`src/rtl/elevator_fsm.sv`:
```
// Eight-floor elevator car controller feeding a VGA display stage.
// Registers call requests, moves the car floor by floor with a travel
// timer, holds the door for a fixed time, and reports a target floor.
//
// state       | meaning
// ------------+--------------------------------------------------
// S_IDLE      | parked, no pending request
// S_UP        | travelling toward a higher floor
// S_DOWN      | travelling toward a lower floor
// S_DOOR      | door open at current_floor
module elevator_fsm #(
  parameter int FLOOR_CYCLES = 16,
  parameter int DOOR_CYCLES  = 32
) (
  input  logic       pixel_clk,
  input  logic       reset,
  input  logic [7:0] floor_req,
  output logic [7:0] destination,
  output logic [1:0] sim_state,
  output logic [2:0] current_floor,
  output logic [7:0] pending
);

  typedef enum logic [1:0] {
    S_IDLE = 2'b00,
    S_UP   = 2'b01,
    S_DOWN = 2'b10,
    S_DOOR = 2'b11
  } state_t;

  localparam logic [15:0] FLOOR_LAST = 16'(FLOOR_CYCLES - 1);
  localparam logic [15:0] DOOR_LAST  = 16'(DOOR_CYCLES - 1);

  state_t      state_q, state_d;
  logic [2:0]  floor_q, floor_d;
  logic [7:0]  req_q, req_d;
  logic [15:0] timer_q, timer_d;
  logic        dir_up_q, dir_up_d;

  logic [7:0]  above_mask, below_mask;
  logic [7:0]  req_above, req_below;
  logic        pend_above, pend_below;
  logic [2:0]  floor_up, floor_dn;

  // Highest set bit of a vector, returned one-hot.
  function automatic logic [7:0] hi_bit(input logic [7:0] v);
    logic [7:0] r;
    r = '0;
    for (int i = 0; i < 8; i++) begin
      if (v[i]) r = 8'd1 << i;
    end
    return r;
  endfunction

  assign above_mask = 8'hFE << floor_q;
  assign below_mask = ~(8'hFF << floor_q);
  assign req_above  = req_q & above_mask;
  assign req_below  = req_q & below_mask;
  assign pend_above = |req_above;
  assign pend_below = |req_below;
  assign floor_up   = floor_q + 3'd1;
  assign floor_dn   = floor_q - 3'd1;

  // State, position, request mask, timer and travel direction registers.
  always_ff @(posedge pixel_clk or negedge reset) begin
    if (!reset) begin
      state_q  <= S_IDLE;
      floor_q  <= 3'd0;
      req_q    <= 8'h00;
      timer_q  <= 16'd0;
      dir_up_q <= 1'b1;
    end else begin
      state_q  <= state_d;
      floor_q  <= floor_d;
      req_q    <= req_d;
      timer_q  <= timer_d;
      dir_up_q <= dir_up_d;
    end
  end

  // Next-state, request bookkeeping and timer control.
  always_comb begin
    state_d  = state_q;
    floor_d  = floor_q;
    timer_d  = timer_q;
    dir_up_d = dir_up_q;
    req_d    = req_q | floor_req;

    case (state_q)
      S_IDLE: begin
        timer_d = 16'd0;
        if (req_q[floor_q]) begin
          state_d        = S_DOOR;
          req_d[floor_q] = 1'b0;
        end else if (pend_above) begin
          state_d  = S_UP;
          dir_up_d = 1'b1;
        end else if (pend_below) begin
          state_d  = S_DOWN;
          dir_up_d = 1'b0;
        end
      end

      S_UP, S_DOWN: begin
        if (timer_q == FLOOR_LAST) begin
          timer_d = 16'd0;
          if (state_q == S_UP && floor_q != 3'd7) begin
            floor_d = floor_up;
            if (req_q[floor_up]) begin
              state_d         = S_DOOR;
              req_d[floor_up] = 1'b0;
            end
          end else if (state_q == S_DOWN && floor_q != 3'd0) begin
            floor_d = floor_dn;
            if (req_q[floor_dn]) begin
              state_d         = S_DOOR;
              req_d[floor_dn] = 1'b0;
            end
          end else begin
            // Unreachable with consistent requests; park rather than wrap.
            state_d = S_IDLE;
          end
        end else begin
          timer_d = timer_q + 16'd1;
        end
      end

      S_DOOR: begin
        // A call for the floor we are already serving only extends the door.
        req_d[floor_q] = req_q[floor_q];
        if (floor_req[floor_q]) begin
          timer_d = 16'd0;
        end else if (timer_q == DOOR_LAST) begin
          timer_d = 16'd0;
          if (dir_up_q && pend_above) begin
            state_d = S_UP;
          end else if (!dir_up_q && pend_below) begin
            state_d = S_DOWN;
          end else if (pend_above) begin
            state_d  = S_UP;
            dir_up_d = 1'b1;
          end else if (pend_below) begin
            state_d  = S_DOWN;
            dir_up_d = 1'b0;
          end else begin
            state_d = S_IDLE;
          end
        end else begin
          timer_d = timer_q + 16'd1;
        end
      end

      default: state_d = S_IDLE;
    endcase
  end

  // Display-facing target floor, derived from registered state only.
  always_comb begin
    destination = 8'h00;
    case (state_q)
      S_UP:    destination = req_above & (~req_above + 8'd1);
      S_DOWN:  destination = hi_bit(req_below);
      S_DOOR:  destination = 8'd1 << floor_q;
      default: destination = 8'h00;
    endcase
  end

  assign sim_state     = state_q;
  assign current_floor = floor_q;
  assign pending       = req_q;

endmodule

```
`config.mk`:
```
export PLATFORM = sky130hd
export DESIGN_NAME = elevator_fsm
export DESIGN_NICKNAME = d
export VERILOG_FILES = /design/src/rtl/elevator_fsm.sv
export SDC_FILE = /design/constraint.sdc
export NUM_CORES = 1
export LEC_CHECK = 0
export CAP_MARGIN = 20
export CORE_MARGIN = 1.5
export CORE_UTILIZATION = 45
export DETAILED_ROUTE_END_ITERATION = 12
export PLACE_DENSITY = 0.7
export SETUP_SLACK_MARGIN = 0.02
export SYNTH_ARGS = -nofsm -noshare
export SYNTH_HDL_FRONTEND = slang
export SYNTH_SLANG_ARGS = --single-unit
```
`constraint.sdc`:
```
create_clock -name pixel_clk -period 4.3 [get_ports pixel_clk]
set_input_delay 1.29 -clock pixel_clk [delete_from_list [all_inputs] [get_ports pixel_clk]]
set_output_delay 1.29 -clock pixel_clk [all_outputs]
set_load 0.01 [all_outputs]
```
### Word level (Yosys, flattened, before mapping)

Index checks and enable logic that the tools add are counted.

| word-level totals | value |
|---|---|
| flip-flop bits (word level) | 30 |
| input bits | 10 |
| output and inout port bits | 21 |
| word-level logic and storage cells | 123 |

| operators by class | value |
|---|---|
| add/subtract/negate cells | 4 |
| order comparisons | 6 |
| eq/ne operators | 15 |
| shifts and indexed selects | 3 |
| muxes and demuxes | 60 |
| bitwise operators | 12 |
| reductions and logical operators | 18 |

Operator list:

| cell | count |
|---|---|
| $mux 8 | 13 |
| $and 8x8->8 | 6 |
| $mux 16 | 3 |
| $pmux 16 s3 | 1 |
| $pmux 8 s3 | 2 |
| $not 8->8 | 5 |
| $mux 2 | 14 |
| $add 16x1->16 const B | 1 |
| $eq 16x4->1 const B | 1 |
| $eq 16x5->1 const B | 1 |
| $reduce_or 8->1 | 2 |
| $shl 8x3->8 const A | 2 |
| $mux 1 | 15 |
| $bmux 1 s3 | 4 |
| $lt 3x4->1 const B | 3 |
| $ne 2x2->1 const B | 6 |
| $reduce_and 6->1 | 2 |
| $demux 1 s3 | 3 |
| $ge 3x1->1 const B | 3 |
| $add 8x1->8 const B | 1 |
| $bwmux 8 | 1 |
| $ne 4x4->1 const B | 2 |
| $or 8x8->8 | 1 |
| $shl 1x3->8 const A | 1 |
| 15 further kinds | 25 |

### Logic depth before layout (Yosys ltp)

| logic depth | value |
|---|---|
| depth after elaboration | 12 |
| gate-level depth with buffers | 12 |
| depth with buffers taken out | 10 |

### Worst setup path after synthesis

No wires, ideal clock.

| timing path | value |
|---|---|
| kind | register to output |
| start | reg floor_q[0] (netlist: current_floor[0]) |
| end | out destination[6] |
| arrival | 2.307 ns |
| required time | 3.010 ns |
| path slack | 0.703 ns |
| stages on the path, launching flop included | 11 |
| path buffers | 2 |
| cells stage by stage | dfrtp_1 -> buf_2 -> buf_2 -> inv_1 -> ha_1 -> inv_1 -> ha_1 -> nor2b_1 -> a221o_1 -> o32a_1 -> nor2_1 |

| between the ends | value |
|---|---|
| cells in the longest elaborated chain, start to end | 10 |
| elaborated cells between the ends (all ways) | 16 |
| classes of those cells | 1 x add/sub; 3 x shift; 7 x mux; 5 x bitwise |

Ends and longest elaborated chain:

| item | RTL line | text |
|---|---|---|
| start, declared | 35 | `logic [2:0] floor_q, floor_d;` |
| start signal, assigned | 74 | `floor_q <= floor_d;` |
| parallel branches: the longest is 9 deep, another holds $add 8x1->8 | - |  |
| $pmux 8 s3 (*) | 160 | `case (state_q)` |
| end, declared | 18 | `output logic [7:0] destination,` |

Mark *: on every way between the ends.

### Final worst setup path

| timing path | value |
|---|---|
| start | reg floor_q[1] (netlist: current_floor[1]) |
| end | out destination[0] |

| between the ends | value |
|---|---|
| cells in the longest elaborated chain, start to end | 12 |
| elaborated cells between the ends (all ways) | 18 |
| classes of those cells | 1 x add/sub; 3 x shift; 9 x mux; 5 x bitwise |

Ends and longest elaborated chain:

| item | RTL line | text |
|---|---|---|
| $shl 8x3->8 | 56 | `assign below_mask = ~(8'hFF << floor_q);` |
| $not 8->8 | 56 |  |
| $and 8x8->8 | 58 | `assign req_below = req_q & below_mask;` |
| $mux 1 | 50 | `if (v[i]) r = 8'd1 << i;` |
| $mux 8 (7 in series) | 50 |  |
| $pmux 8 s3 (*) | 160 |  |

Every way passes the cells marked *; elsewhere a longest branch is shown, timed or not.

==> qor.csv <==
stage,metric,value,unit
finish,drive_gt1_frac,0.0787,
clock_network,clock_sinks,30,
sta,fin_crit_sh,0.952,
floorplan,ioPinCount,31,
synthesis,ys.flop_type,dfrtp_1,
floorplan,die-area,6510,µm²
power,p_per_area,232,nW/µm²
sta,setup_tns,0,ns
placed_design,dpl.hpwl,5130,µm
status,status,"complete, no violations",
sta,finalHoldViolations,0,
sta,fin_crit,4.09,ns
setup_path,r2r_slack,1.59,ns
floorplan,core.rowCount,28,
clock_network,cts_hold_buf,0,
sta,rsz0062_at_grt,no,
setup_path,worst_setup_path_start_kind,flop,
floorplan,start_util,0.461,
setup_path,crit_type,reg2out,
sta,fmax,244,MHz
clock_network,root_buffer,clkbuf_8,
setup_path,cp_cell_sequence,"inv_1, ha_1, inv_1, ha_1, nand2_1, o21a_1, nand3_1, nor2_1, nand4_1, a21oi_1, clkdlybuf4s50_1",
setup_path,end_kind,output port,
clock_network,cts_setup_buffers,0,
routing,routedWlPerCell,16.8,µm
global_route,grt_usage,0.233,
clock_network,cts_buffer_depth,2,
placed_design,io_buffers,30,
setup_path,critPathRequiredTime,3.01,ns
routing,drtAntennaViolNets,0,
sta,worstMarginPinSlew,0.692,ns
global_route,grt_pass1_vias,2482,
floorplan,dieWidth,80.7,µm
floorplan,coreArea,5890,µm²
synthesis,syn_nets,361,
synthesis,synth_edf_count,0,
synthesis,syn-cell-area,2710,µm²
global_route,grt_pass1_wl,11800,µm
routing,dr.pass1.iters,5,
sta,drv_slew,0,
worst_hold_path,hold_path.class,reg2reg,
synthesis,yosys_warnings,0,
synthesis,syn_avg_cell_area,8.15,µm²
power,vdd_drop_max,0.258,mV
placed_design,routabilityCongestion,0.949,
setup_path,reg2reg_from,current_floor[1]$_DFFE_PN0P_,
synthesis,synth_seq_area_share,0.277,
global_route,grt-ovfl-total,0,
synthesis,ys_ff_latch,30,
setup_path,crit_path_end,destination[0],
clock_network,insertion_delay,0.29,ns
sta,finalSetupViolCount,0,
finish,diodes,0,
floorplan,die_h,80.7,µm
power,p_leak,0.00131,µW
setup_path,worst-path-max-fanout,13,
routing,drt_iter0_markers,169,
routing,vias,2601,
clock_network,h-tree-depth,2,
setup_path,cp_slowest_cell,clkdlybuf4s50_1,
setup_path,reg2regPathDepth,10,
clock_network,cts_tree,done,
clock_network,path_clk_slew,0.07,ns
power,finalPower,744,µW
setup_path,rr_endpoint,sim_state[1]$_DFFE_PN0P_,
setup_path,cpPeakStageDelay,0.54,ns
synthesis,synthCells,333,
routing,wl,7220,µm
finish,area_growth,18.3,%
global_route,antenna_found_initial,0,
synthesis,ys_types,49,
finish,fin_nets,383,
clock_network,numCtsBuffers,5,
setup_path,arrival,2.80,ns
setup_path,startpoint,current_floor[1]$_DFFE_PN0P_,
job,cap_violations,0,
sta,skew,0.0136,ns
global_route,grt_start_max_net_pins,31,
synthesis,async_flop_share,1.00,
routing,avgViaCountPerCell,6.03,
sta,relSlewSlack,0.539,
routing,post-route-drc-count,0,
-- cells in the mapped netlist, types with 3 or more instances --
library cell / n / area share
xnor2_1: 7 / 0.023
a21oi_1: 18 / 0.033
inv_1: 12 / 0.017
nand4_1: 12 / 0.028
nand3_1: 18 / 0.033
a221oi_1: 3 / 0.0097
xor2_1: 9 / 0.029
and3_1: 6 / 0.014
a31oi_1: 5 / 0.012
mux2i_1: 9 / 0.033
nand2_1: 28 / 0.039
o21ai_0: 16 / 0.030
ha_1: 18 / 0.083
mux4_2: 6 / 0.050
o31a_1: 3 / 0.0097
buf_2: 4 / 0.0074
o211ai_1: 3 / 0.0083
nor2_1: 45 / 0.062
dfrtp_1: 29 / 0.27
buf_1: 4 / 0.0055
clkbuf_1: 13 / 0.018
nand2b_1: 10 / 0.023
mux2_2: 3 / 0.012
o221ai_1: 7 / 0.023
nor3_1: 5 / 0.0092
a21o_1: 4 / 0.011
nor2b_1: 4 / 0.0092
-- placed cells by master, fill, tap and decap left out, types with 3 or more instances in the layout --
cell              n
buf_4             7
o21ai_0          16
o31a_1            3
mux2i_1           9
o211ai_1          3
nor2b_1           4
mux2_2            3
a21o_1            4
mux4_2            6
nand2_1          28
inv_1            12
a31oi_1           5
nand2b_1         10
nor3_1            5
xnor2_1           7
ha_1             18
xor2_1            9
a221oi_1          3
a21oi_1          18
o221ai_1          7
nor2_1           45
nand3_1          18
clkdlybuf4s50_1  30
and3_1            6
nand4_1          12
dfrtp_1          28
clkbuf_8          6
-- metal layers --
metal,vias up,GRT usage,share of wire
met3,10,0.0466,0.050
met5,-,0,0
met2,94,0.380,0.47
li1,1252,-,-
met4,0,0.0741,0.015
met1,1245,0.307,0.47
-- report_power, final --
group          total, µW  internal (µW)  switching (µW)
combinational       68.7           36.2            32.5
clock                360            247             113
sequential           315            290            25.0
total                744            574             171
-- through the flow --
stage	worst slack, ns	util	instance area, µm²	instances	hold WS (ns)
floorplan	0.703	-	2710	333	0.448
global placement	0.479	0.521	3070	423	0.467
detailed placement	0.418	0.521	3070	423	0.473
CTS	0.0836	0.545	3210	431	0.482
global route	0.0556	0.545	3210	431	0.496
finish	0.207	0.545	3210	431	0.480
-- worst min path at each step --
stage | start | endpoint | slack [ns] | depth (start not counted)
after global placement | timer_q[0]$_DFF_PN0_ | timer_q[0]$_DFF_PN0_ | 0.47 | 1
after detailed placement | timer_q[0]$_DFF_PN0_ | timer_q[0]$_DFF_PN0_ | 0.47 | 1
after CTS | timer_q[0]$_DFF_PN0_ | timer_q[0]$_DFF_PN0_ | 0.48 | 1
after global routing | timer_q[0]$_DFF_PN0_ | timer_q[0]$_DFF_PN0_ | 0.50 | 1
final | timer_q[0]$_DFF_PN0_ | timer_q[0]$_DFF_PN0_ | 0.48 | 1
after floorplan | timer_q[0]$_DFF_PN0_ | timer_q[0]$_DFF_PN0_ | 0.45 | 1
-- critical path: cells and delay by family (launching register included) --
kind / cells / cell delay, ns
buffers and inverters: 3 / 0.83
DFF: 1 / 0.50
and+or+nand+nor: 4 / 0.48
adders and majority gates: 2 / 0.40
AOI/OAI and AO/OA: 2 / 0.32
-- final cells by class --
| type | instances | area [µm²] |
|---|---|---|
| Inverter | 13 | 51.3 |
| Timing Repair Buffer | 37 | 353 |
| Clock inverter | 2 | 60.1 |
| Sequential cell | 30 | 753 |
| Clock buffer | 6 | 82.6 |
| Fill cell | 554 | 2680 |
| Tap cell | 75 | 93.8 |
| Multi-Input combinational cell | 268 | 1820 |
-- registers in the layout (all words and copies together) (netlist names) --
register and count:
timer_q 16, pending 8, current_floor 3, sim_state 2, dir_up_q 1
-- what timing repair did --
action                     4_1_cts  5_1_grt
setup endpoints to repair        0        3
hold endpoints to repair         0        0
resized for setup                0        1
-- logic make-up (layout without fill, tap and decap cells) --
kind of cell,count (synthesis),count (layout),share of synthesized area
muxes,18,18,0.0954
adders and majority gates,18,18,0.0830
buffers and inverters,35,58,0.0539
AOI/OAI and AO/OA,78,78,0.195
xor gates and xnor gates,16,16,0.0516
and+or+nand+nor,138,138,0.244
DFF,30,30,0.277
(Power assumes the default switching activity.)
